### config.mk
export PLATFORM = sky130hd
export DESIGN_NAME = step_pulse_gen
export DESIGN_NICKNAME = d
export VERILOG_FILES = /design/src/rtl/step_pkg.sv /design/src/rtl/step_timer.sv /design/src/rtl/step_pulse_gen.sv
export SDC_FILE = /design/constraint.sdc
export NUM_CORES = 1
export LEC_CHECK = 0
export CORE_MARGIN = 2
export CORE_UTILIZATION = 51
export CTS_BUF_LIST = sky130_fd_sc_hd__clkbuf_2
export CTS_CLUSTER_SIZE = 12
export DETAILED_ROUTE_END_ITERATION = 10
export PLACE_DENSITY = 0.77
export SLEW_MARGIN = 40
export SYNTH_ARGS = -nofsm -noshare
export SYNTH_HDL_FRONTEND = slang
export SYNTH_SLANG_ARGS = --single-unit
export TNS_END_PERCENT = 5
### constraint.sdc
create_clock -name CLK -period 3.5 [get_ports CLK]
set_input_delay 0.7 -clock CLK [delete_from_list [all_inputs] [get_ports CLK]]
set_output_delay 0.7 -clock CLK [all_outputs]
set_load 0.02 [all_outputs]
### src/rtl/step_pkg.sv
// Shared types and constants for the step pulse generator.
package step_pkg;

    // Default width of step count, period, position and internal counters.
    localparam int CNT_W_DEFAULT = 16;

    // Move sequencer states.
    typedef enum logic [1:0] {
        IDLE   = 2'd0,
        RUN    = 2'd1,
        FINISH = 2'd2
    } step_state_t;

endpackage

### src/rtl/step_timer.sv
// Period timer for the step pulse generator.
// Counts clock cycles within one step period and raises a registered
// terminal-count flag during every cycle that is a multiple of the period.
module step_timer
    import step_pkg::*;
#(
    parameter int CNT_W = CNT_W_DEFAULT
) (
    input  logic             CLK,
    input  logic             RESET,
    input  logic             load,
    input  logic             count,
    input  logic [CNT_W-1:0] period,
    output logic             tc
);

    logic [CNT_W-1:0] cnt;
    logic [CNT_W-1:0] cnt_inc;

    assign cnt_inc = cnt + CNT_W'(1);

    // cnt holds the index (1..period) of the current cycle within the period.
    always_ff @(posedge CLK or posedge RESET) begin
        if (RESET) begin
            cnt <= '0;
            tc  <= 1'b0;
        end else if (load) begin
            cnt <= CNT_W'(1);
            tc  <= (period == CNT_W'(1));
        end else if (count) begin
            if (cnt == period) begin
                cnt <= CNT_W'(1);
                tc  <= (period == CNT_W'(1));
            end else begin
                cnt <= cnt_inc;
                tc  <= (cnt_inc == period);
            end
        end else begin
            cnt <= '0;
            tc  <= 1'b0;
        end
    end

endmodule

### src/rtl/step_pulse_gen.sv
// Step pulse generator: issues STEPS one-cycle ENABLE pulses spaced PERIOD
// clocks apart, then a one-cycle DONE pulse. Direction and mode are latched
// at move acceptance and held until the next accepted move.
// Optional feature: define STEP_POS_TRACK_EN to track a signed half-step
// POSITION; otherwise POSITION is tied to zero.
module step_pulse_gen
    import step_pkg::*;
#(
    parameter int CNT_W = CNT_W_DEFAULT
) (
    input  logic             CLK,
    input  logic             RESET,
    input  logic             START,
    input  logic             DIR_IN,
    input  logic             MODE_IN,
    input  logic [CNT_W-1:0] STEPS,
    input  logic [CNT_W-1:0] PERIOD,
    input  logic             ABORT,
    output logic             ENABLE,
    output logic             UP_DOWN,
    output logic             HALF_FULL,
    output logic             BUSY,
    output logic             DONE,
    output logic [CNT_W-1:0] POSITION
);

    step_state_t      state;
    logic [CNT_W-1:0] steps_rem;
    logic [CNT_W-1:0] period_lat;
    logic [CNT_W-1:0] period_eff;
    logic [CNT_W-1:0] timer_period;
    logic             enable_tc;
    logic             accept;
    logic             last_step;
    logic             leave_run;
    logic             timer_load;
    logic             timer_count;

    // A zero period would never produce a pulse, so it runs at one clock per step.
    assign period_eff   = (PERIOD == '0) ? CNT_W'(1) : PERIOD;
    assign accept       = (state == IDLE) && START;
    assign last_step    = (state == RUN) && enable_tc && (steps_rem == CNT_W'(1));
    assign leave_run    = (state == RUN) && (ABORT || last_step);
    assign timer_load   = accept && (STEPS != '0);
    assign timer_count  = (state == RUN) && !leave_run;
    assign timer_period = timer_load ? period_eff : period_lat;

    step_timer #(
        .CNT_W (CNT_W)
    ) u_timer (
        .CLK    (CLK),
        .RESET  (RESET),
        .load   (timer_load),
        .count  (timer_count),
        .period (timer_period),
        .tc     (enable_tc)
    );

    assign ENABLE = enable_tc;

    // Move sequencer with registered BUSY, DONE and latched direction/mode.
    always_ff @(posedge CLK or posedge RESET) begin
        if (RESET) begin
            state      <= IDLE;
            steps_rem  <= '0;
            period_lat <= '0;
            UP_DOWN    <= 1'b0;
            HALF_FULL  <= 1'b0;
            BUSY       <= 1'b0;
            DONE       <= 1'b0;
        end else begin
            DONE <= 1'b0;
            case (state)
                IDLE: begin
                    if (START) begin
                        steps_rem  <= STEPS;
                        period_lat <= period_eff;
                        UP_DOWN    <= DIR_IN;
                        HALF_FULL  <= MODE_IN;
                        if (STEPS == '0) begin
                            state <= FINISH;
                            BUSY  <= 1'b0;
                            DONE  <= 1'b1;
                        end else begin
                            state <= RUN;
                            BUSY  <= 1'b1;
                        end
                    end
                end
                RUN: begin
                    if (enable_tc) begin
                        steps_rem <= steps_rem - CNT_W'(1);
                    end
                    if (leave_run) begin
                        state <= FINISH;
                        BUSY  <= 1'b0;
                        DONE  <= 1'b1;
                    end
                end
                FINISH: begin
                    state <= IDLE;
                    BUSY  <= 1'b0;
                end
                default: begin
                    state <= IDLE;
                    BUSY  <= 1'b0;
                end
            endcase
        end
    end

`ifdef STEP_POS_TRACK_EN
    logic [CNT_W-1:0] position_q;
    logic [CNT_W-1:0] pos_delta;

    // Signed half-step increment for one step in the latched direction and mode.
    always_comb begin
        pos_delta = CNT_W'(2);
        case ({UP_DOWN, HALF_FULL})
            2'b11:   pos_delta = CNT_W'(1);
            2'b10:   pos_delta = CNT_W'(2);
            2'b01:   pos_delta = '1;
            default: pos_delta = ~CNT_W'(1);
        endcase
    end

    // Position advances once per issued step pulse, wrapping modulo 2^CNT_W.
    always_ff @(posedge CLK or posedge RESET) begin
        if (RESET) begin
            position_q <= '0;
        end else if (enable_tc) begin
            position_q <= position_q + pos_delta;
        end
    end

    assign POSITION = position_q;
`else
    assign POSITION = '0;
`endif

endmodule
==> results of run 1 <==
## routing by layer
layer  wire length (µm)  vias to the layer above  global-route usage, %
li1                   -                     1588                      -
met1               4518                     1617                  39.15
met2               4686                      154                  42.65
met3                774                       17                  3.825
met4                176                        0                  7.025
met5                  0                        -                      0
## layout by cell type, fill, tap and decap left out, types with 3 or more instances in the layout
| cell type | n |
|---|---|
| o22ai_1 | 5 |
| inv_1 | 16 |
| a31oi_1 | 3 |
| a22oi_1 | 3 |
| a21oi_1 | 19 |
| nor3_1 | 12 |
| clkdlybuf4s50_1 | 42 |
| nor2_1 | 26 |
| nand2_1 | 69 |
| buf_4 | 21 |
| nor2b_1 | 4 |
| mux2i_1 | 11 |
| o221ai_1 | 3 |
| nand2b_1 | 6 |
| clkbuf_2 | 5 |
| nor4_1 | 22 |
| o21ai_0 | 28 |
| conb_1 | 16 |
| ha_1 | 3 |
| xnor2_1 | 33 |
| nand3_1 | 9 |
| nand4_1 | 11 |
| nor2_2 | 10 |
| xor2_1 | 9 |
| dfrtp_1 | 54 |
## metrics by stage
step	util [%]	cells
after floorplan	-	449
after global placement	61.29	572
after detailed placement	61.29	572
after CTS	62.24	580
after global routing	62.24	580
final	62.24	580
## cells by family after synthesis
group                    count (synthesis)
buffers and inverters                   55
AO/OA/AOI/OAI                           80
flip-flops                              54
multiplexers                            13
adder cells (fa/ha/maj)                  3
XOR/XNOR                                43
other                                    1
AND/OR/NAND/NOR                        185
## path summary, 6_finish.rpt
check                                from               to  slack [ns]  depth (start not counted)
worst min register to register  HALF_FULL        HALF_FULL        0.51                          2
min in group CLK                HALF_FULL        HALF_FULL        0.51                          2
worst max-delay path            STEPS[11]   u_timer.cnt[5]        0.39                         10
worst max register to register   state[1]   u_timer.cnt[5]        0.68                         10
worst min-delay path                RESET  u_timer.cnt[11]        0.50                          2
max in group asynchronous           RESET    steps_rem[13]        2.18                          3
## power by group through the flow
stage          Combinational [µW]  Clock, µW  Sequential (µW)
2_1_floorplan                 731          0             1000
3_3_place_gp                 1010          0             1040
6_report                     1050        327             1050
4_1_cts                      1040        335             1040
5_1_grt                      1160        356             1080
3_5_place_dp                 1030          0             1060
## worst max-delay path, cell delays in order
cell and delay (ns):
clkdlybuf4s50_1 0.43, nor4_1 0.52, a41oi_2 0.17, buf_4 0.22, nor4_1 0.30, a32oi_1 0.14, or4_4 0.56, o21ai_4 0.23
buf_12 0.15, nor2_1 0.05
## area by class of cell
class	instances	area, µm²
fillers	622	2594
clock buffers	5	25.02
clock inverters	3	40.04
well taps	96	120.1
inverters	17	63.81
flip-flops and latches	54	1351
repair buffers	65	618.1
multi-input cells	340	2057
## sequential cells by signal, indices dropped and copies added, names as in the netlist
name	flops
steps_rem	16
BUSY	1
state	1
DONE	1
period_lat	16
HALF_FULL	1
u_timer.tc	1
UP_DOWN	1
u_timer.cnt	16
==> metrics.md, run 1 <==
| Metric | Value |
|---|---|
| Switching Fraction | 42.60% |
| Clock buffer depth | 2 |
| Port Buf Inserts | 42 |
| Worst-path clk slew | 0.28 ns |
| Pin count of the biggest net entering global routing | 35 |
| Starting Density | 53.10% |
| Overflow after GRT | 0 |
| Clk_skew | 0.03966 ns |
| CTS resizes | 0 |
| Hpwl dp | 7839 µm |
| Post-route clock period utilization | 88.86% |
| Status | complete, no violations |
| CTS tree | yes |
| Final hold violation count | 0 |
| Rows | 30 |
| Die area | 0.007844 mm² |
| Main combinational cell family by area after synthesis | simple AND/OR/NAND/NOR gates |
| Top cells by count, synth | 69 x nand2_1, 54 x dfrtp_1, 33 x xnor2_1, 28 x o21ai_0, 26 x nor2_1 |
| Total GRT Usage | 26.99% |
| Antenna viol nets, final | 0 |
| Iter 0 DRT Violations | 302 |
| Share of the synthesized area in the top cell type | 37.05% |
| Final Cell Area | 0.004275 mm² |
| Compound-cell area share of the yosys netlist | 14.07% |
| Req. time, crit path | 3.86 ns |
| Seq pwr share | 43.3% |
| Initial antenna violation count | 0 |
| Cell area after synthesis | 0.003647 mm² |
| Share of cells above drive strength 1 | 10.33% |
| Slew headroom | 50.05% |
| Number of CTS-inserted buffers | 5 |
| Synthesized area per cell | 8.404 µm² |
| Yosys top cell by area | dfrtp_1 |
| Pins over their slew limit | 0 |
| Leak | 0.001730 µW |
| Synth-to-Final Area Change | 17.22% |
| Number of global-route vias before repair | 3133 |
| Gp weighted congestion | 0.9851 |
| # nets final | 524 |
| Dpl ws | -0.08747 ns |
| Clock Latency Late Sink | 0.47 ns |
| Detailed-route via count | 3376 |
| Post-synthesis adder-cell area fraction | 1.029% |
| Achievable frequency | 0.3215 GHz |
| Die height | 88.57 µm |
| Worst hold path class | in -> async |
| Synth area leaders | dfrtp_1 37%, xnor2_1 7.9%, nand2_1 7.1% |
| Internal | 1394 µW |
| Average via count per standard cell | 5.821 |
| P_sw | 1035 µW |
| Most frequent cell after synthesis | nand2_1 |
| Core area | 0.006869 mm² |
| Max-cap violations | 0 |
| Clock root buffer | clkbuf_2 |
| Setup TNS | 0 ns |
| Simple-gate share of the synthesized area | 25.32% |
| Count of unique library cells instantiated by Yosys | 54 |
| Die X | 88.57 µm |
| Top_reg_cell synth | dfrtp_1 |
| Endpoints failing setup | 0 |
| Ant diodes | 0 |
| Cells after Synth | 434 |
| Setup Crit Path Kind | in -> reg |
| Yosys warnings | 0 |
| H-tree lvl count | 2 |
| Mux share of post-synthesis cell area | 3.636% |
| Overall power consumption | 2429 µW |
| Clock Power Share | 13.5% |
| Drc violations | 0 |
| First-pass GRT wire length | 16030 µm |
| Comb power frac | 43.2% |
| Arrival time worst endpoint | 3.47 ns |
| Worst-Margin Slew | 0.7493 ns |
| Final wirelength | 10160 µm |
| Ys async rst share | 100.0% |
| Peak VDD IR | 0.2913 mV |
| Crit end category | register |
| Hold Buf Count CTS | 0 |
| XOR/XNOR share of the synthesized area | 10.70% |
| RSZ-0062 raised after global routing | false |
| Drt wl/cell | 17.51 µm |
| Final WS setup | 0.3898 ns |
| CTS Sinks | 54 |
| Post-synth EDFFs | 0 |
| Pwr/cell area | 568.0 mW/mm² |
| # Post-CTS Setup Buffers | 0 |
| Sequential fraction of the synthesis area | 37.05% |
| Dpl cell area | 0.004210 mm² |
| Startpoint types | primary input |
| Seq cells post-synth | 54 |
| # IOs | 59 |
| Post-layout min period | 3.110 ns |
| Critical path peak fanout | 12 |
| First-pass iteration count of the detailed router | 4 |
| Hold_ws | 0.4976 ns |
(Power assumes the default switching activity.)
==> run 2, diff against run 1 <==
Settings changed: ABC_AREA set to 1, CAP_MARGIN set to 20, CTS_CLUSTER_DIAMETER set to 60, PLACE_DENSITY 0.77 to 0.76.
==> metrics.md, run 2 <==
| Metric | Value |
|---|---|
| Gp weighted congestion | 0.9477 |
| Total GRT Usage | 24.65% |
| # Post-CTS Setup Buffers | 0 |
| WHS Path Cells | 2 |
| Final wirelength | 10330 µm |
| Largest regs | period_lat (16), steps_rem (16), u_timer.cnt (16) |
| H-tree lvl count | 2 |
| Antenna viol nets, final | 0 |
| Clk_skew | 0.02398 ns |
| Pins over their slew limit | 0 |
| Pin count of the biggest net entering global routing | 54 |
| Reg2Reg Capture Point | u_timer.cnt[15] |
| Slew headroom | 54.59% |
| Worst hold path class | reg -> reg |
| Number of CTS-inserted buffers | 5 |
| FILL cells | 741 |
| Most frequent cell after synthesis | nand2_1 |
| Top_reg_cell synth | dfrtp_1 |
| Worst path cell trace | clkdlybuf4s50_1, nor2_1, nand2_1, nor2_1, nand2_1, nand2_2, buf_12, nand2_2, nand2_1, nand2_1, nand2_1, nor2_1, nand2_1, nor2_2, nand2_2, nand2_4, nor2_1 |
| Clock buffer depth | 2 |
| Iter 0 DRT Violations | 289 |
| CTS tree | yes |
| Most frequent CP cell | nand2_1 |
| Post-layout min period | 2.657 ns |
| Ys async rst share | 100.0% |
| Port Buf Inserts | 42 |
| Cell area after synthesis | 0.004041 mm² |
| Number of global-route vias before repair | 3788 |
| Post-route clock period utilization | 75.90% |
| Clock Latency Late Sink | 0.46 ns |
| Switching Fraction | 45.79% |
| P_sw | 1169 µW |
| Crit end category | register |
| Seq cells post-synth | 54 |
| Share of the synthesized area in the top cell type | 33.44% |
| Overall power consumption | 2552 µW |
| Final WS setup | 0.8434 ns |
| Synth-to-Final Area Change | 13.31% |
| Comb power frac | 49.8% |
| Peak VDD IR | 0.2396 mV |
| Cells after Synth | 637 |
| Worst path max stage delay | 0.52 ns |
| Status | complete, no violations |
| Clock Power Share | 12.8% |
| Yosys top cell by area | dfrtp_1 |
| Clock root buffer | clkbuf_2 |
| Achievable frequency | 0.3764 GHz |
| CTS Sinks | 54 |
| Rows | 32 |
| Dpl ws | 0.3701 ns |
| Ant diodes | 0 |
| RSZ-0062 raised after global routing | false |
| Count of unique library cells instantiated by Yosys | 36 |
| # IOs | 59 |
| Starting Density | 52.57% |
| First-pass iteration count of the detailed router | 5 |
| Startpoint types | primary input |
| Initial antenna violation count | 0 |
| Worst Hold Launch | UP_DOWN |
| Core area | 0.007687 mm² |
| Overflow after GRT | 0 |
| R2R depth | 13 |
| Max stage delay cell, worst path | clkdlybuf4s50_1 |
| CTS resizes | 0 |
| CP delay by family, top | simple AND/OR/NAND/NOR gates |
| # nets final | 718 |
| Fin util | 59.57% |
| First-pass GRT wire length | 17200 µm |
| Seq pwr share | 37.4% |
| Post-synth EDFFs | 0 |
| Sequential fraction of the synthesis area | 33.44% |
| Arrival time worst endpoint | 3.02 ns |
| Drt wl/cell | 13.26 µm |
| Detailed-route via count | 4139 |
| R2R Setup Slk | 1.07 ns |
| Die X | 93.02 µm |
| Req. time, crit path | 3.86 ns |
| Leak | 0.002257 µW |
| Worst-Margin Slew | 0.6802 ns |
| Critical path peak fanout | 16 |
| Drc violations | 0 |
| Synthesized area per cell | 6.344 µm² |
| Die height | 93.02 µm |
| Internal | 1384 µW |
| Share of cells above drive strength 1 | 5.908% |
| Yosys warnings | 0 |
| Pwr/cell area | 557.3 mW/mm² |
| Endpoints failing setup | 0 |
| Synth area leaders | dfrtp_1 33%, nand2_1 20%, nand3_1 9.3% |
| RR Startpoint | BUSY |
| Hpwl dp | 7818 µm |
| Worst-path clk slew | 0.28 ns |
| Hold Buf Count CTS | 0 |
| Worst Hold Endpoint | UP_DOWN |
| Most common cell after layout, fill and taps aside | nand2_1 |
| Crit path buffers/inverters | 2 |
| Die area | 0.008653 mm² |
| Setup TNS | 0 ns |
| Final hold violation count | 0 |
| Setup Crit Path Kind | in -> reg |
| Top cells by count, synth | 210 x nand2_1, 75 x nand3_1, 73 x nor2_1, 70 x inv_1, 54 x dfrtp_1 |
| Most frequent cells in the layout | 210 x nand2_1, 75 x nand3_1, 73 x nor2_1 |
| Max-cap violations | 0 |
| Average via count per standard cell | 5.313 |
## run 2: cell types whose count changed after synthesis, moves of 22 or more
cell	change
nor4_1	-22
inv_1	+53
nor2_1	+47
nand3_1	+66
xnor2_1	-33
nand2_1	+141
## run 2: layout make-up
cell class	count	area, µm²	area share, %
tap	102	127.6	2.787
timing repair buffer	50	505.5	11.04
inverter	73	274.0	5.984
multi-input combinational	493	2257	49.29
sequential	54	1351	29.51
clock buffer	5	25.02	0.5464
clock inverter	2	38.79	0.8470
## run 2: worst max path at each step
stage / start / end / slack [ns] / depth (start not counted)
global route: STEPS[7] / u_timer.cnt[15] / 0.64 / 16
CTS: STEPS[10] / u_timer.cnt[15] / 0.88 / 17
floorplan: STEPS[2] / u_timer.cnt[5] / 1.25 / 16
detailed placement: STEPS[10] / u_timer.cnt[4] / 0.37 / 17
global placement: STEPS[10] / u_timer.cnt[15] / 0.44 / 17
finish: STEPS[10] / u_timer.cnt[15] / 0.84 / 17
## run 2: cells by family after synthesis
group                      share of synthesized area (%)
xor gates and xnor gates                           1.734
AOI/OAI and AO/OA                                  9.195
buffers and inverters                              12.11
and+or+nand+nor                                    42.51
DFF                                                33.44
adders and majority gates                         0.9289
other                                            0.09279
## run 2: worst min-delay path, cell delays in order, from the launching register on
cell and delay, ns:
dfrtp_1 0.41, nand2_1 0.05, nand2_1 0.05
## run 2: through the flow
step	hold slack [ns]	cells	instance area, µm²
5_1_grt	0.5680	779	4579
3_5_place_dp	0.4654	772	4516
3_3_place_gp	0.4544	772	4516
2_1_floorplan	0.4422	652	4098
6_report	0.5178	779	4579
4_1_cts	0.5251	779	4579
## run 2: routing by layer
metal / GRT usage (%) / vias up / wire, µm
met5: 0 / - / 0
met4: 8.333 / 0 / 194
met3: 4.835 / 22 / 844
met2: 39.92 / 181 / 4780
met1: 33.16 / 1859 / 4509
li1: - / 2077 / -
## run 2: power groups by stage
| stage | Combinational (µW) | Sequential, µW | Clock, µW |
|---|---|---|---|
| floorplan | 934 | 948 | 0 |
| global placement | 1230 | 960 | 0 |
| detailed placement | 1250 | 963 | 0 |
| CTS | 1260 | 951 | 327 |
| global route | 1460 | 979 | 352 |
| finish | 1270 | 954 | 326 |
==> run 3, diff against run 2 <==
Clock period 3.5 ns to 2.65 ns, I/O delays scaled along.
==> metrics.md, run 3 (synthesis gave the netlist of run 2 again) <==
| Metric | Value |
|---|---|
| FILL cells | 740 |
| Drc violations | 0 |
| Most frequent cells in the layout | 210 x nand2_1, 75 x nand3_1, 73 x nor2_1 |
| Clock Power Share | 9.7% |
| Worst-path clk slew | 0.29 ns |
| Overflow after GRT | 0 |
| RSZ-0062 raised after global routing | false |
| Die area | 0.008653 mm² |
| Clock buffer depth | 2 |
| Startpoint types | register |
| Final Cell Area | 0.004830 mm² |
| Worst path cell trace | inv_1, nor2_1, clkinv_1, o21ai_0, inv_1, a31oi_1 |
| Rows | 32 |
| Multi-input logic area | 0.002262 mm² |
| Setup TNS | 0 ns |
| Max-cap violations | 0 |
| Req. time, crit path | 3.06 ns |
| Peak VDD IR | 0.3201 mV |
| Achievable frequency | 0.4137 GHz |
| Dpl cell area | 0.004786 mm² |
| Final wirelength | 10640 µm |
| Overall power consumption | 3486 µW |
| # Post-CTS Setup Buffers | 0 |
| Final hold violation count | 0 |
| Post-route clock period utilization | 91.22% |
| Pwr/cell area | 721.8 mW/mm² |
| Most frequent CP cell | inv_1 |
| CP delay by family, top | buffers and inverters |
| Hpwl dp | 8372 µm |
| First-pass iteration count of the detailed router | 9 |
| Drt wl/cell | 13.04 µm |
| Worst path max stage delay | 0.61 ns |
| Synth-to-Final Area Change | 19.50% |
| Leak | 0.002422 µW |
| First-pass GRT wire length | 17870 µm |
| Switching Fraction | 45.57% |
| P_sw | 1589 µW |
| Arrival time worst endpoint | 2.83 ns |
| H-tree lvl count | 2 |
| Share of cells above drive strength 1 | 10.64% |
| Port Buf Inserts | 42 |
| Hold_ws | 0.3883 ns |
| Pin count of the biggest net entering global routing | 32 |
| CTS Sinks | 54 |
| Starting Density | 52.57% |
| # nets final | 754 |
| Clock root buffer | clkbuf_2 |
| Die height | 93.02 µm |
| FF+latch area | 0.001351 mm² |
| Pins over their slew limit | 0 |
| Status | complete, no violations |
| Endpoints failing setup | 0 |
| Seq pwr share | 36.0% |
| Comb power frac | 54.3% |
| Post-layout min period | 2.417 ns |
| Detailed-route via count | 4295 |
| Worst hold path class | in -> async |
| Most common cell after layout, fill and taps aside | nand2_1 |
| Clock Latency Late Sink | 0.46 ns |
| Internal | 1897 µW |
| Critical path peak fanout | 19 |
| Hold Buf Count CTS | 0 |
| # IOs | 59 |
| Number of global-route vias before repair | 3921 |
| Setup Crit Path Kind | reg -> reg |
| Largest regs | period_lat (16), steps_rem (16), u_timer.cnt (16) |
| Clk_skew | 0.02535 ns |
| Max stage delay cell, worst path | clkinv_1 |
| Iter 0 DRT Violations | 260 |
| Initial antenna violation count | 0 |
| Number of CTS-inserted buffers | 5 |
| Antenna viol nets, final | 0 |
| CTS tree | yes |
| Fin util | 62.83% |
| Core area | 0.007687 mm² |
| Total GRT Usage | 25.77% |
| Worst-Margin Slew | 0.5994 ns |
| Crit path buffers/inverters | 3 |
| Average via count per standard cell | 5.263 |
| Slew headroom | 59.51% |
| Die X | 93.02 µm |
| Gp weighted congestion | 0.8964 |
| Crit end category | register |
| Ant diodes | 0 |
[run 3: repair_timing]
| item | CTS | global route |
|---|---|---|
| hold endpoints to repair | 0 | 0 |
| endpoints found under the setup margin | 0 | 1 |
| resized for setup | 0 | 1 |
[run 3: layout make-up]
cell class	instances	share of cell area [%]
flip-flops and latches	54	27.98
repair buffers	86	16.06
clock inverters	2	0.1813
clock buffers	6	0.6218
multi-input cells	493	46.84
well taps	102	2.642
inverters	73	5.674
[run 3: metal layers]
metal / global-route usage, % / wire, µm
met1: 34.11 / 4648
met2: 44.93 / 5047
met3: 3.868 / 786
met4: 5.392 / 156
met5: 0 / 0
[run 3: worst reg2reg max path: stages (launching register included)]
cell      delay [ns]
dfrtp_1         0.48
inv_1           0.05
nor2_1          0.44
clkinv_1        0.61
o21ai_0         0.54
inv_1           0.09
a31oi_1         0.16
[run 3: final timing paths]
path                               from              to  slack [ns]  cells after the start
max in group asynchronous         RESET  u_timer.cnt[5]        1.67                      3
min in group CLK                UP_DOWN         UP_DOWN        0.51                      2
worst min-delay path              RESET    steps_rem[1]        0.39                      2
worst max-delay path               BUSY  u_timer.cnt[0]        0.23                      6
worst max register to register     BUSY  u_timer.cnt[0]        0.23                      6
worst min register to register  UP_DOWN         UP_DOWN        0.51                      2
[run 3: through the flow]
stage | std cells | setup slack [ns]
CTS | 816 | 0.2875
global route | 816 | 0.06568
global placement | 808 | -0.08409
finish | 816 | 0.2327
floorplan | 652 | 0.5655
detailed placement | 808 | -0.1504
[run 3: power groups by stage]
stage	logic, µW	registers (µW)	clock network, µW
3_3_place_gp	1820	1260	0
2_1_floorplan	1230	1250	0
4_1_cts	1880	1250	350
5_1_grt	2150	1290	372
6_report	1890	1260	338
3_5_place_dp	1870	1270	0
